## config.mk

```make
export PLATFORM = sky130hd
export DESIGN_NAME = bep_readout_controller_flat
export DESIGN_NICKNAME = d
export VERILOG_FILES = /design/src/rtl/bep_readout_controller_pkg.sv /design/src/rtl/bep_readout_controller_if.sv /design/src/rtl/bep_readout_controller_snapshot_mux.sv /design/src/rtl/bep_readout_controller.sv /design/src/flat_wrapper.sv
export SDC_FILE = /design/constraint.sdc
export NUM_CORES = 1
export LEC_CHECK = 0
export ABC_CLOCK_PERIOD_IN_PS = 5850
export CORE_AREA = 2 2 139 107
export DETAILED_ROUTE_END_ITERATION = 8
export DIE_AREA = 0 0 141 109
export GPL_ROUTABILITY_DRIVEN = 1
export PLACE_DENSITY_LB_ADDON = 0.1
export SYNTH_ARGS = -nofsm -noshare
export SYNTH_HDL_FRONTEND = slang
export SYNTH_SLANG_ARGS = --single-unit
```

## constraint.sdc

```tcl
create_clock -name clock -period 5.85 [get_ports clock]
set_input_delay 1.17 -clock clock [delete_from_list [all_inputs] [get_ports clock]]
set_output_delay 1.17 -clock clock [all_outputs]
set_load 0.02 [all_outputs]
```

## src/rtl/bep_readout_controller_pkg.sv

```systemverilog
// Shared constants, state encoding and status-byte helpers for the BEP readout controller.
package bep_pkg;

  localparam int NUM_BYTES = 10;
  localparam int OVR_WIDTH = 4;

  localparam logic [3:0] IDX_ROOM_LO = 4'd0;
  localparam logic [3:0] IDX_ROOM_HI = 4'd1;
  localparam logic [3:0] IDX_SET_LO  = 4'd2;
  localparam logic [3:0] IDX_SET_HI  = 4'd3;
  localparam logic [3:0] IDX_ID_0    = 4'd4;
  localparam logic [3:0] IDX_ID_1    = 4'd5;
  localparam logic [3:0] IDX_ID_2    = 4'd6;
  localparam logic [3:0] IDX_ID_3    = 4'd7;
  localparam logic [3:0] IDX_STATE   = 4'd8;
  localparam logic [3:0] IDX_STATUS  = 4'(NUM_BYTES - 1);

  localparam int STAT_STICKY_BIT = 0;
  localparam int STAT_OVR_LSB    = 4;

  typedef enum logic [1:0] {
    ST_IDLE    = 2'd0,
    ST_READY   = 2'd1,
    ST_READING = 2'd2
  } rd_state_e;

  function automatic logic [7:0] make_status(input logic [OVR_WIDTH-1:0] ovr,
                                             input logic sticky);
    logic [7:0] s;
    s = 8'h00;
    s[STAT_OVR_LSB +: OVR_WIDTH] = ovr;
    s[STAT_STICKY_BIT] = sticky;
    return s;
  endfunction

  // Counter holds at all-ones instead of wrapping.
  function automatic logic [OVR_WIDTH-1:0] ovr_sat_inc(input logic [OVR_WIDTH-1:0] v);
    logic [OVR_WIDTH-1:0] r;
    if (&v) begin
      r = v;
    end else begin
      r = v + OVR_WIDTH'(1);
    end
    return r;
  endfunction

endpackage

```

## src/rtl/bep_readout_controller_if.sv

```systemverilog
// Bundle of decoder-side and host-side signals of the readout controller.
interface bep_readout_controller_if;

  logic        frame_valid;
  logic [15:0] room_temp;
  logic [15:0] set_temp;
  logic [31:0] thermostat_id;
  logic [7:0]  state;
  logic        rx_enable;
  logic        read_start;
  logic        byte_ack;
  logic        read_abort;
  logic        data_ready;
  logic        data_valid;
  logic [3:0]  byte_index;
  logic [7:0]  data_out;

  modport master (
    output frame_valid, room_temp, set_temp, thermostat_id, state,
    output read_start, byte_ack, read_abort,
    input  rx_enable, data_ready, data_valid, byte_index, data_out
  );

  modport slave (
    input  frame_valid, room_temp, set_temp, thermostat_id, state,
    input  read_start, byte_ack, read_abort,
    output rx_enable, data_ready, data_valid, byte_index, data_out
  );

endinterface

```

## src/rtl/bep_readout_controller_snapshot_mux.sv

```systemverilog
// Frame snapshot plus status byte frozen at read start; selects one byte by index.
module bep_snapshot_mux
  import bep_pkg::*;
(
  input  logic        clock,
  input  logic        reset,
  input  logic        load_snap_i,
  input  logic [71:0] snap_i,
  input  logic        load_status_i,
  input  logic [7:0]  status_i,
  input  logic [3:0]  index_i,
  output logic [7:0]  byte_o
);

  logic [71:0] snap_q;
  logic [7:0]  status_q;

  // Snapshot and frozen status registers.
  always_ff @(posedge clock) begin
    if (reset) begin
      snap_q   <= 72'd0;
      status_q <= 8'h00;
    end else begin
      if (load_snap_i) begin
        snap_q <= snap_i;
      end
      if (load_status_i) begin
        status_q <= status_i;
      end
    end
  end

  // Little-endian byte selection; out-of-range indices read as zero.
  always_comb begin
    byte_o = 8'h00;
    case (index_i)
      IDX_ROOM_LO: byte_o = snap_q[7:0];
      IDX_ROOM_HI: byte_o = snap_q[15:8];
      IDX_SET_LO:  byte_o = snap_q[23:16];
      IDX_SET_HI:  byte_o = snap_q[31:24];
      IDX_ID_0:    byte_o = snap_q[39:32];
      IDX_ID_1:    byte_o = snap_q[47:40];
      IDX_ID_2:    byte_o = snap_q[55:48];
      IDX_ID_3:    byte_o = snap_q[63:56];
      IDX_STATE:   byte_o = snap_q[71:64];
      IDX_STATUS:  byte_o = status_q;
      default:     byte_o = 8'h00;
    endcase
  end

endmodule

```

## src/rtl/bep_readout_controller.sv

```systemverilog
// Host readout sequencer for decoded BEP frames: capture, overrun counting and
// byte-wise presentation over a ready/ack handshake.
module bep_readout_controller
  import bep_pkg::*;
(
  input  logic clock,
  input  logic reset,
  bep_readout_controller_if.slave bus
);

  rd_state_e            state_q, state_d;
  logic                 valid_q;
  logic                 capture_s, last_ack_s;
  logic                 load_snap_s, freeze_s, end_read_s;
  logic [OVR_WIDTH-1:0] ovr_q, ovr_d;
  logic                 sticky_q, sticky_d;
  logic                 data_ready_q, data_ready_d;
  logic                 data_valid_q, data_valid_d;
  logic                 rx_enable_q, rx_enable_d;
  logic [3:0]           idx_q, idx_d;
  logic [7:0]           data_out_q, data_out_d;
  logic [7:0]           mux_byte_s;

  assign capture_s  = bus.frame_valid & ~valid_q;
  assign last_ack_s = bus.byte_ack & (idx_q == IDX_STATUS);

  // State register.
  always_ff @(posedge clock) begin
    if (reset) begin
      state_q <= ST_IDLE;
    end else begin
      state_q <= state_d;
    end
  end

  // Next-state logic; abort has priority over ack.
  always_comb begin
    state_d = state_q;
    case (state_q)
      ST_IDLE: begin
        if (capture_s) begin
          state_d = ST_READY;
        end else begin
          state_d = ST_IDLE;
        end
      end
      ST_READY: begin
        if (bus.read_start) begin
          state_d = ST_READING;
        end else begin
          state_d = ST_READY;
        end
      end
      ST_READING: begin
        if (bus.read_abort) begin
          state_d = ST_READY;
        end else if (last_ack_s) begin
          state_d = ST_IDLE;
        end else begin
          state_d = ST_READING;
        end
      end
      default: state_d = ST_IDLE;
    endcase
  end

  // Output/datapath next values derived from current state and strobes.
  always_comb begin
    load_snap_s = 1'b0;
    freeze_s    = 1'b0;
    end_read_s  = 1'b0;
    idx_d       = 4'd0;
    case (state_q)
      ST_IDLE: begin
        load_snap_s = capture_s;
      end
      ST_READY: begin
        // A frame arriving with read_start is dropped so the read sees a stable snapshot.
        load_snap_s = capture_s & ~bus.read_start;
        freeze_s    = bus.read_start;
      end
      ST_READING: begin
        end_read_s = ~bus.read_abort & last_ack_s;
        if (bus.read_abort | last_ack_s) begin
          idx_d = 4'd0;
        end else if (bus.byte_ack) begin
          idx_d = idx_q + 4'd1;
        end else begin
          idx_d = idx_q;
        end
      end
      default: begin
        load_snap_s = 1'b0;
      end
    endcase

    if (end_read_s) begin
      ovr_d    = '0;
      sticky_d = 1'b0;
    end else if (capture_s && (state_q != ST_IDLE)) begin
      ovr_d    = ovr_sat_inc(ovr_q);
      sticky_d = 1'b1;
    end else begin
      ovr_d    = ovr_q;
      sticky_d = sticky_q;
    end

    data_ready_d = (state_d != ST_IDLE);
    data_valid_d = (state_d == ST_READING);
    rx_enable_d  = ~data_valid_d;
    if (data_valid_d) begin
      data_out_d = mux_byte_s;
    end else begin
      data_out_d = 8'h00;
    end
  end

  // Registered outputs, edge detector and overrun counters.
  always_ff @(posedge clock) begin
    if (reset) begin
      valid_q      <= 1'b0;
      ovr_q        <= '0;
      sticky_q     <= 1'b0;
      data_ready_q <= 1'b0;
      data_valid_q <= 1'b0;
      rx_enable_q  <= 1'b1;
      idx_q        <= 4'd0;
      data_out_q   <= 8'h00;
    end else begin
      valid_q      <= bus.frame_valid;
      ovr_q        <= ovr_d;
      sticky_q     <= sticky_d;
      data_ready_q <= data_ready_d;
      data_valid_q <= data_valid_d;
      rx_enable_q  <= rx_enable_d;
      idx_q        <= idx_d;
      data_out_q   <= data_out_d;
    end
  end

  // Status is sampled before this cycle's increment, so a frame dropped at read start shows up next read.
  bep_snapshot_mux u_snapshot_mux (
    .clock         (clock),
    .reset         (reset),
    .load_snap_i   (load_snap_s),
    .snap_i        ({bus.state, bus.thermostat_id, bus.set_temp, bus.room_temp}),
    .load_status_i (freeze_s),
    .status_i      (make_status(ovr_q, sticky_q)),
    .index_i       (idx_d),
    .byte_o        (mux_byte_s)
  );

  assign bus.data_ready = data_ready_q;
  assign bus.data_valid = data_valid_q;
  assign bus.rx_enable  = rx_enable_q;
  assign bus.byte_index = idx_q;
  assign bus.data_out   = data_out_q;

endmodule

```

## src/flat_wrapper.sv

```systemverilog
// flat-port wrapper written by rule: the top's interface ports become plain ports
module bep_readout_controller_flat import bep_pkg::*;
  (clock, reset, bus_frame_valid, bus_room_temp, bus_set_temp, bus_thermostat_id, bus_state, bus_read_start, bus_byte_ack, bus_read_abort, bus_rx_enable, bus_data_ready, bus_data_valid, bus_byte_index, bus_data_out);
  bep_readout_controller_if bus_i ();
  input  logic clock;
  input  logic reset;
  input wire logic [$bits(bus_i.frame_valid)-1:0] bus_frame_valid;
  input wire logic [$bits(bus_i.room_temp)-1:0] bus_room_temp;
  input wire logic [$bits(bus_i.set_temp)-1:0] bus_set_temp;
  input wire logic [$bits(bus_i.thermostat_id)-1:0] bus_thermostat_id;
  input wire logic [$bits(bus_i.state)-1:0] bus_state;
  input wire logic [$bits(bus_i.read_start)-1:0] bus_read_start;
  input wire logic [$bits(bus_i.byte_ack)-1:0] bus_byte_ack;
  input wire logic [$bits(bus_i.read_abort)-1:0] bus_read_abort;
  output wire logic [$bits(bus_i.rx_enable)-1:0] bus_rx_enable;
  output wire logic [$bits(bus_i.data_ready)-1:0] bus_data_ready;
  output wire logic [$bits(bus_i.data_valid)-1:0] bus_data_valid;
  output wire logic [$bits(bus_i.byte_index)-1:0] bus_byte_index;
  output wire logic [$bits(bus_i.data_out)-1:0] bus_data_out;
  assign bus_i.frame_valid = bus_frame_valid;
  assign bus_i.room_temp = bus_room_temp;
  assign bus_i.set_temp = bus_set_temp;
  assign bus_i.thermostat_id = bus_thermostat_id;
  assign bus_i.state = bus_state;
  assign bus_i.read_start = bus_read_start;
  assign bus_i.byte_ack = bus_byte_ack;
  assign bus_i.read_abort = bus_read_abort;
  assign bus_rx_enable = bus_i.rx_enable;
  assign bus_data_ready = bus_i.data_ready;
  assign bus_data_valid = bus_i.data_valid;
  assign bus_byte_index = bus_i.byte_index;
  assign bus_data_out = bus_i.data_out;
  bep_readout_controller u_core (.clock(clock), .reset(reset), .bus(bus_i));
endmodule
```

# [Word level (Yosys, flattened, before mapping)]
# Cells that the tools add are included.
[op_classes] n_addsub=2 eq_ne=13 n_mux=12 bitwise=10 n_reduce_logical=9
[ops] operator="$pmux 8 s10" n=1
[ops] operator="$eq 4x3->1 const B" n=4
[ops] operator="$eq 4x4->1 const B" n=3
[ops] operator="$mux 4" n=3
[ops] operator="$add 4x1->4 const B" n=2
[ops] operator="$eq 4x2->1 const B" n=2
[ops] operator="$mux 2" n=3
[ops] operator="$pmux 2 s3" n=1
[ops] operator="$not 1->1" n=5
[ops] operator="$and 1x1->1" n=4
[ops] operator="$eq 2x2->1 const B" n=2
[ops] operator="$eq 4x1->1 const B" n=1
[ops] operator="$logic_not 4->1" n=1
[ops] operator="$reduce_and 4->1" n=1
[ops] operator="$reduce_bool 2->1" n=2
[ops] operator="$reduce_or 2->1" n=2
[ops] operator="$mux 1" n=3
[ops] operator="$eq 2x1->1 const B" n=1
[ops] operator="$logic_not 2->1" n=1
[ops] operator="$pmux 1 s2" n=1
[ops] operator="$reduce_and 2->1" n=1
[ops] operator="$logic_and 1x1->1" n=1
[ops] operator="$or 1x1->1" n=1
[word_totals] register_bits=100 out_inout_bits=15 wordCells=57

# [Depth between registers and ports, before layout]
[depth] depth_word=8 mapped_depth=11 mapped_depth_nobuf=8

# [Hierarchy]
# From an unflattened synthesis, not the netlist that was laid out.
[unflattened] hier_cells=455 area_unflattened_um2=4468.0
[modules_own_cells] module="bep_snapshot_mux" n_inst=1 cells_each=362 area_per_inst_um2=3533.4 seq_area_each_um2=1601.5
[modules_own_cells] module="bep_readout_controller" n_inst=1 cells_each=93 area_per_inst_um2=934.6 seq_area_each_um2=460.4

# [Worst setup path after synthesis]
# No wires, ideal clock.
[synth_timing] path_type="input to register" from="input port bus_byte_ack" to="register u_core.data_out_q[1] (netlist: u_core.bus.data_out[1])" setup_time_ns=0.145 t_arrival_ns=2.569 t_required_ns=5.705 path_slack_ns=3.136 stages=8 n_path_buf=2 path_cell_list="buf_2 > and3_1 > a32o_1 > and2_1 > buf_2 > a32o_1 > a31oi_1 > a41oi_1"
[synth_via] elab_chain_len=7 elab_cells_between_ends=22 cone_classes="10 x eq/ne; 7 x mux; 3 x bitwise; 2 x reduce/logical"
[synth_rtl] element="start: declaration" line_no="flat_wrapper.sv:13" text="input wire logic [$bits(bus_i.byte_ack)-1:0] bus_byte_ack;"
[synth_rtl] element="branches (longest 7 deep; another with $pmux 8 s10)"
[synth_rtl] element="end signal: assignment" line_no="bep_readout_controller.sv:137" text="data_out_q <= data_out_d;"
[synth_rtl] element="end: declaration" line_no="bep_readout_controller.sv:21" text="logic [7:0] data_out_q, data_out_d;"
# Several ways; the timed one is not identified.
# A chain may end at the register's enable or synchronous reset.

# [Final worst setup path]
[layout_timing] from="input port bus_byte_ack" to="register u_core.data_out_q[6] (netlist: u_core.bus.data_out[6])"
# Same word-level chain as after synthesis.

==> flow_results.xml <==
<?xml version="1.0" encoding="UTF-8"?>
<metrics>
  <group name="detailed_routing">
    <metric name="num_vias" unit="">3986</metric>
    <metric name="postRouteAntennaNets" unit="">0</metric>
    <metric name="post_drt_via_cell_ratio" unit="">5.058</metric>
    <metric name="length_of_the_first_detailed_routing_pass_in_iterations" unit="">5</metric>
    <metric name="drc_errors" unit="">0</metric>
    <metric name="first_iter_violations" unit="">231</metric>
    <metric name="wl_per_cell" unit="µm">17.56</metric>
    <metric name="postRouteWirelength" unit="µm">13840</metric>
  </group>
  <group name="clocking">
    <metric name="clk_path_buf_depth" unit="">2</metric>
    <metric name="cts_post_setup_buffers_inserted" unit="">0</metric>
    <metric name="cts_root_buffer_type" unit="">sky130_fd_sc_hd__clkbuf_16</metric>
    <metric name="post_cts.resized_instances" unit="">0</metric>
    <metric name="clock_latency" unit="ps">340</metric>
    <metric name="h-tree-depth" unit="">3</metric>
    <metric name="cts-buffers-inserted" unit="">9</metric>
    <metric name="cts.sink_count" unit="">100</metric>
    <metric name="clkTransAtPathRegs" unit="ps">70</metric>
    <metric name="cts.hold.buffers_added" unit="">0</metric>
    <metric name="tritoncts" unit="">yes</metric>
  </group>
  <group name="placed_design">
    <metric name="finalWeightedCongestion" unit="">0.8495</metric>
    <metric name="port_buffers" unit="">92</metric>
    <metric name="postPlaceCellArea" unit="µm²">5310</metric>
    <metric name="placement.setup.worst_slack" unit="ps">1786</metric>
    <metric name="post-dp-hpwl" unit="µm">10310</metric>
  </group>
  <group name="setup_path">
    <metric name="worst_ep_required_time" unit="ps">6030</metric>
    <metric name="critPathKind" unit="">input pin to flop</metric>
    <metric name="crit_path_max_fanout" unit="">18</metric>
    <metric name="startpoint_class" unit="">input pin</metric>
    <metric name="cp-end-kind" unit="">flop</metric>
    <metric name="worst_ep_arrival_time" unit="ps">3870</metric>
  </group>
  <group name="grt">
    <metric name="first_global_vias" unit="">3780</metric>
    <metric name="global_route.usage.total" unit="">0.1837</metric>
    <metric name="gr-total-overflow" unit="">0</metric>
    <metric name="grt_first_pass_wirelength" unit="µm">21480</metric>
    <metric name="grt_max_degree" unit="">46</metric>
    <metric name="initial_antenna_violation_count" unit="">0</metric>
  </group>
  <group name="timing">
    <metric name="layout_worst_path_cycle_share" unit="">0.6323</metric>
    <metric name="hold_viol" unit="">0</metric>
    <metric name="final_max_slew_viols" unit="">0</metric>
    <metric name="layout_setup_ws" unit="ps">2151</metric>
    <metric name="setup-tns-final" unit="ps">0</metric>
    <metric name="rsz0062_at_grt" unit="">no</metric>
    <metric name="tightest_slew" unit="ps">865.0</metric>
    <metric name="maxSlewHeadroom" unit="">0.4233</metric>
    <metric name="shortest_period_the_worst_path_allows" unit="ps">3699</metric>
    <metric name="clock_skew" unit="ps">4.556</metric>
    <metric name="fmax" unit="GHz">0.2703</metric>
    <metric name="final-setup-viol-count" unit="">0</metric>
  </group>
  <group name="status">
    <metric name="status" unit="">finished clean</metric>
  </group>
  <group name="floorplanning">
    <metric name="die_width" unit="µm">141</metric>
    <metric name="std_cell_rows" unit="">38</metric>
    <metric name="full_die_area" unit="µm²">15370</metric>
    <metric name="core_area" unit="µm²">14120</metric>
    <metric name="floorplan.die.height" unit="µm">109</metric>
    <metric name="initial_cell_density_of_the_core" unit="">0.3036</metric>
    <metric name="io_pins" unit="">93</metric>
  </group>
  <group name="final_layout">
    <metric name="antenna-diode-count" unit="">0</metric>
    <metric name="layout_commonest_cell" unit="">sky130_fd_sc_hd__nand2_1</metric>
    <metric name="final_nets" unit="">684</metric>
    <metric name="postLayoutCellArea" unit="µm²">5604</metric>
    <metric name="nFillCells" unit="">1451</metric>
    <metric name="final_layout_size_suffix_gt1_frac" unit="">0.05263</metric>
    <metric name="flow.area_growth_from_synthesis" unit="%">30.74</metric>
    <metric name="mostFrequentLayoutCells" unit="">sky130_fd_sc_hd__nand2_1, sky130_fd_sc_hd__dfxtp_1, sky130_fd_sc_hd__clkdlybuf4s50_1, sky130_fd_sc_hd__a21oi_1, sky130_fd_sc_hd__nor2_1</metric>
  </group>
  <group name="yosys">
    <metric name="netlist_area" unit="µm²">4287</metric>
    <metric name="synth-seq-cells" unit="">100</metric>
    <metric name="netlist-cell-type-count" unit="">53</metric>
    <metric name="post_syn_area_per_cell" unit="µm²">8.073</metric>
    <metric name="yosysWarnings" unit="">0</metric>
    <metric name="async_set_or_reset_register_ratio_after_synthesis" unit="">0</metric>
    <metric name="synthesized_netlist_cell_count" unit="">531</metric>
    <metric name="synth_enable_flop_cells" unit="">0</metric>
    <metric name="synth_nets" unit="">612</metric>
    <metric name="seq_area_frac_synth" unit="">0.4670</metric>
    <metric name="synth_top_flop_cell" unit="">sky130_fd_sc_hd__dfxtp_1</metric>
  </group>
  <group name="power">
    <metric name="peakVddDrop" unit="mV">0.1391</metric>
    <metric name="leakage" unit="nW">1.932</metric>
    <metric name="p_per_area" unit="nW/µm²">266.8</metric>
  </group>
  <group name="flow_run">
    <metric name="timing.max_cap.violations" unit="">0</metric>
  </group>
  <group name="min_path">
    <metric name="hold_class" unit="">flop to flop</metric>
  </group>
</metrics>
==> synth_stat cells (5+ instances only) <==
master                     number  area, µm²
sky130_fd_sc_hd__nand2_1      166      623.1
sky130_fd_sc_hd__dfxtp_1      100       2002
sky130_fd_sc_hd__a21oi_1       79      395.4
sky130_fd_sc_hd__clkbuf_1      25      93.84
sky130_fd_sc_hd__nor2_1        20      75.07
sky130_fd_sc_hd__a31oi_1       10      62.56
sky130_fd_sc_hd__a22oi_1        9      67.56
sky130_fd_sc_hd__mux2i_1        9      90.09
sky130_fd_sc_hd__a32oi_1        6      52.55
sky130_fd_sc_hd__buf_2          6      30.03
sky130_fd_sc_hd__nand3_1        6      30.03
sky130_fd_sc_hd__nor3_1         6      30.03
sky130_fd_sc_hd__and3_1         5      31.28
sky130_fd_sc_hd__nor2b_1        5      31.28
==> registers in the layout, summed over array words and instances (netlist names) <==
signal / flops
u_core.u_snapshot_mux.snap_q: 72
u_core.bus.data_out: 8
u_core.u_snapshot_mux.status_q: 5
u_core.bus.byte_index: 4
u_core.ovr_q: 4
u_core.state_q: 2
u_core.bus.data_ready: 1
u_core.bus.data_valid: 1
u_core.bus.rx_enable: 1
u_core.sticky_q: 1
u_core.valid_q: 1
==> critical path, cell delays in order <==
cell and delay [ps]:
sky130_fd_sc_hd__clkdlybuf4s50_1 890, sky130_fd_sc_hd__nor2b_1 230, sky130_fd_sc_hd__or2_0 620, sky130_fd_sc_hd__o21ai_0 210
sky130_fd_sc_hd__o21ai_1 640, sky130_fd_sc_hd__a41oi_1 110
==> worst paths after layout <==
path / start / cells past startpoint / slack (ps) / end
setup / recovery: bus_byte_ack / 6 / 2150 / u_core.bus.data_out[6]$_SDFF_PP0_
hold / removal: u_core.u_snapshot_mux.snap_q[21]$_SDFFE_PP0P_ / 2 / 460 / u_core.u_snapshot_mux.snap_q[21]$_SDFFE_PP0P_
setup reg to reg: u_core.bus.byte_index[1]$_SDFF_PP0_ / 7 / 2830 / u_core.bus.data_out[6]$_SDFF_PP0_
hold reg to reg: u_core.u_snapshot_mux.snap_q[21]$_SDFFE_PP0P_ / 2 / 460 / u_core.u_snapshot_mux.snap_q[21]$_SDFFE_PP0P_
==> final cells by class <==
type | instances | area, µm² | area share
timing repair buffer | 96 | 945.9 | 0.1688
clock inverter | 6 | 65.06 | 0.01161
tap | 180 | 225.2 | 0.04019
multi-input combinational | 392 | 2122 | 0.3787
sequential | 100 | 2002 | 0.3572
inverter | 4 | 15.01 | 0.002679
clock buffer | 10 | 229.0 | 0.04086
==> metal layers <==
layer,wire length (µm),vias up,GRT usage
met2,5555,117,0.2610
met3,784,12,0.04128
met4,174,0,0.04571
met5,0,-,0
li1,-,1987,-
met1,7322,1870,0.2786
==> cell families after synthesis <==
kind of cell | share of synthesized area
flip-flops | 0.4670
AO/OA/AOI/OAI | 0.2201
multiplexers | 0.02102
buffers and inverters | 0.04115
adder cells (fa/ha/maj) | 0.008758
AND/OR/NAND/NOR | 0.2318
XOR/XNOR | 0.01022
==> power by group <==
group | total [mW] | internal [mW] | switching (mW)
Clock | 0.582 | 0.332 | 0.251
Combinational | 0.168 | 0.0831 | 0.0845
Sequential | 0.745 | 0.716 | 0.0291
==> through the flow <==
stage	hold WS [ps]	utilization	instances	total power [mW]
2_1_floorplan	431.9	-	531	0.8376
3_3_place_gp	449.8	0.3760	772	0.9275
3_5_place_dp	450.3	0.3760	772	0.9284
4_1_cts	459.5	0.3969	788	1.514
5_1_grt	485.7	0.3969	788	1.567
6_report	459.6	0.3969	788	1.495
Power figures use the tool's default switching activity.
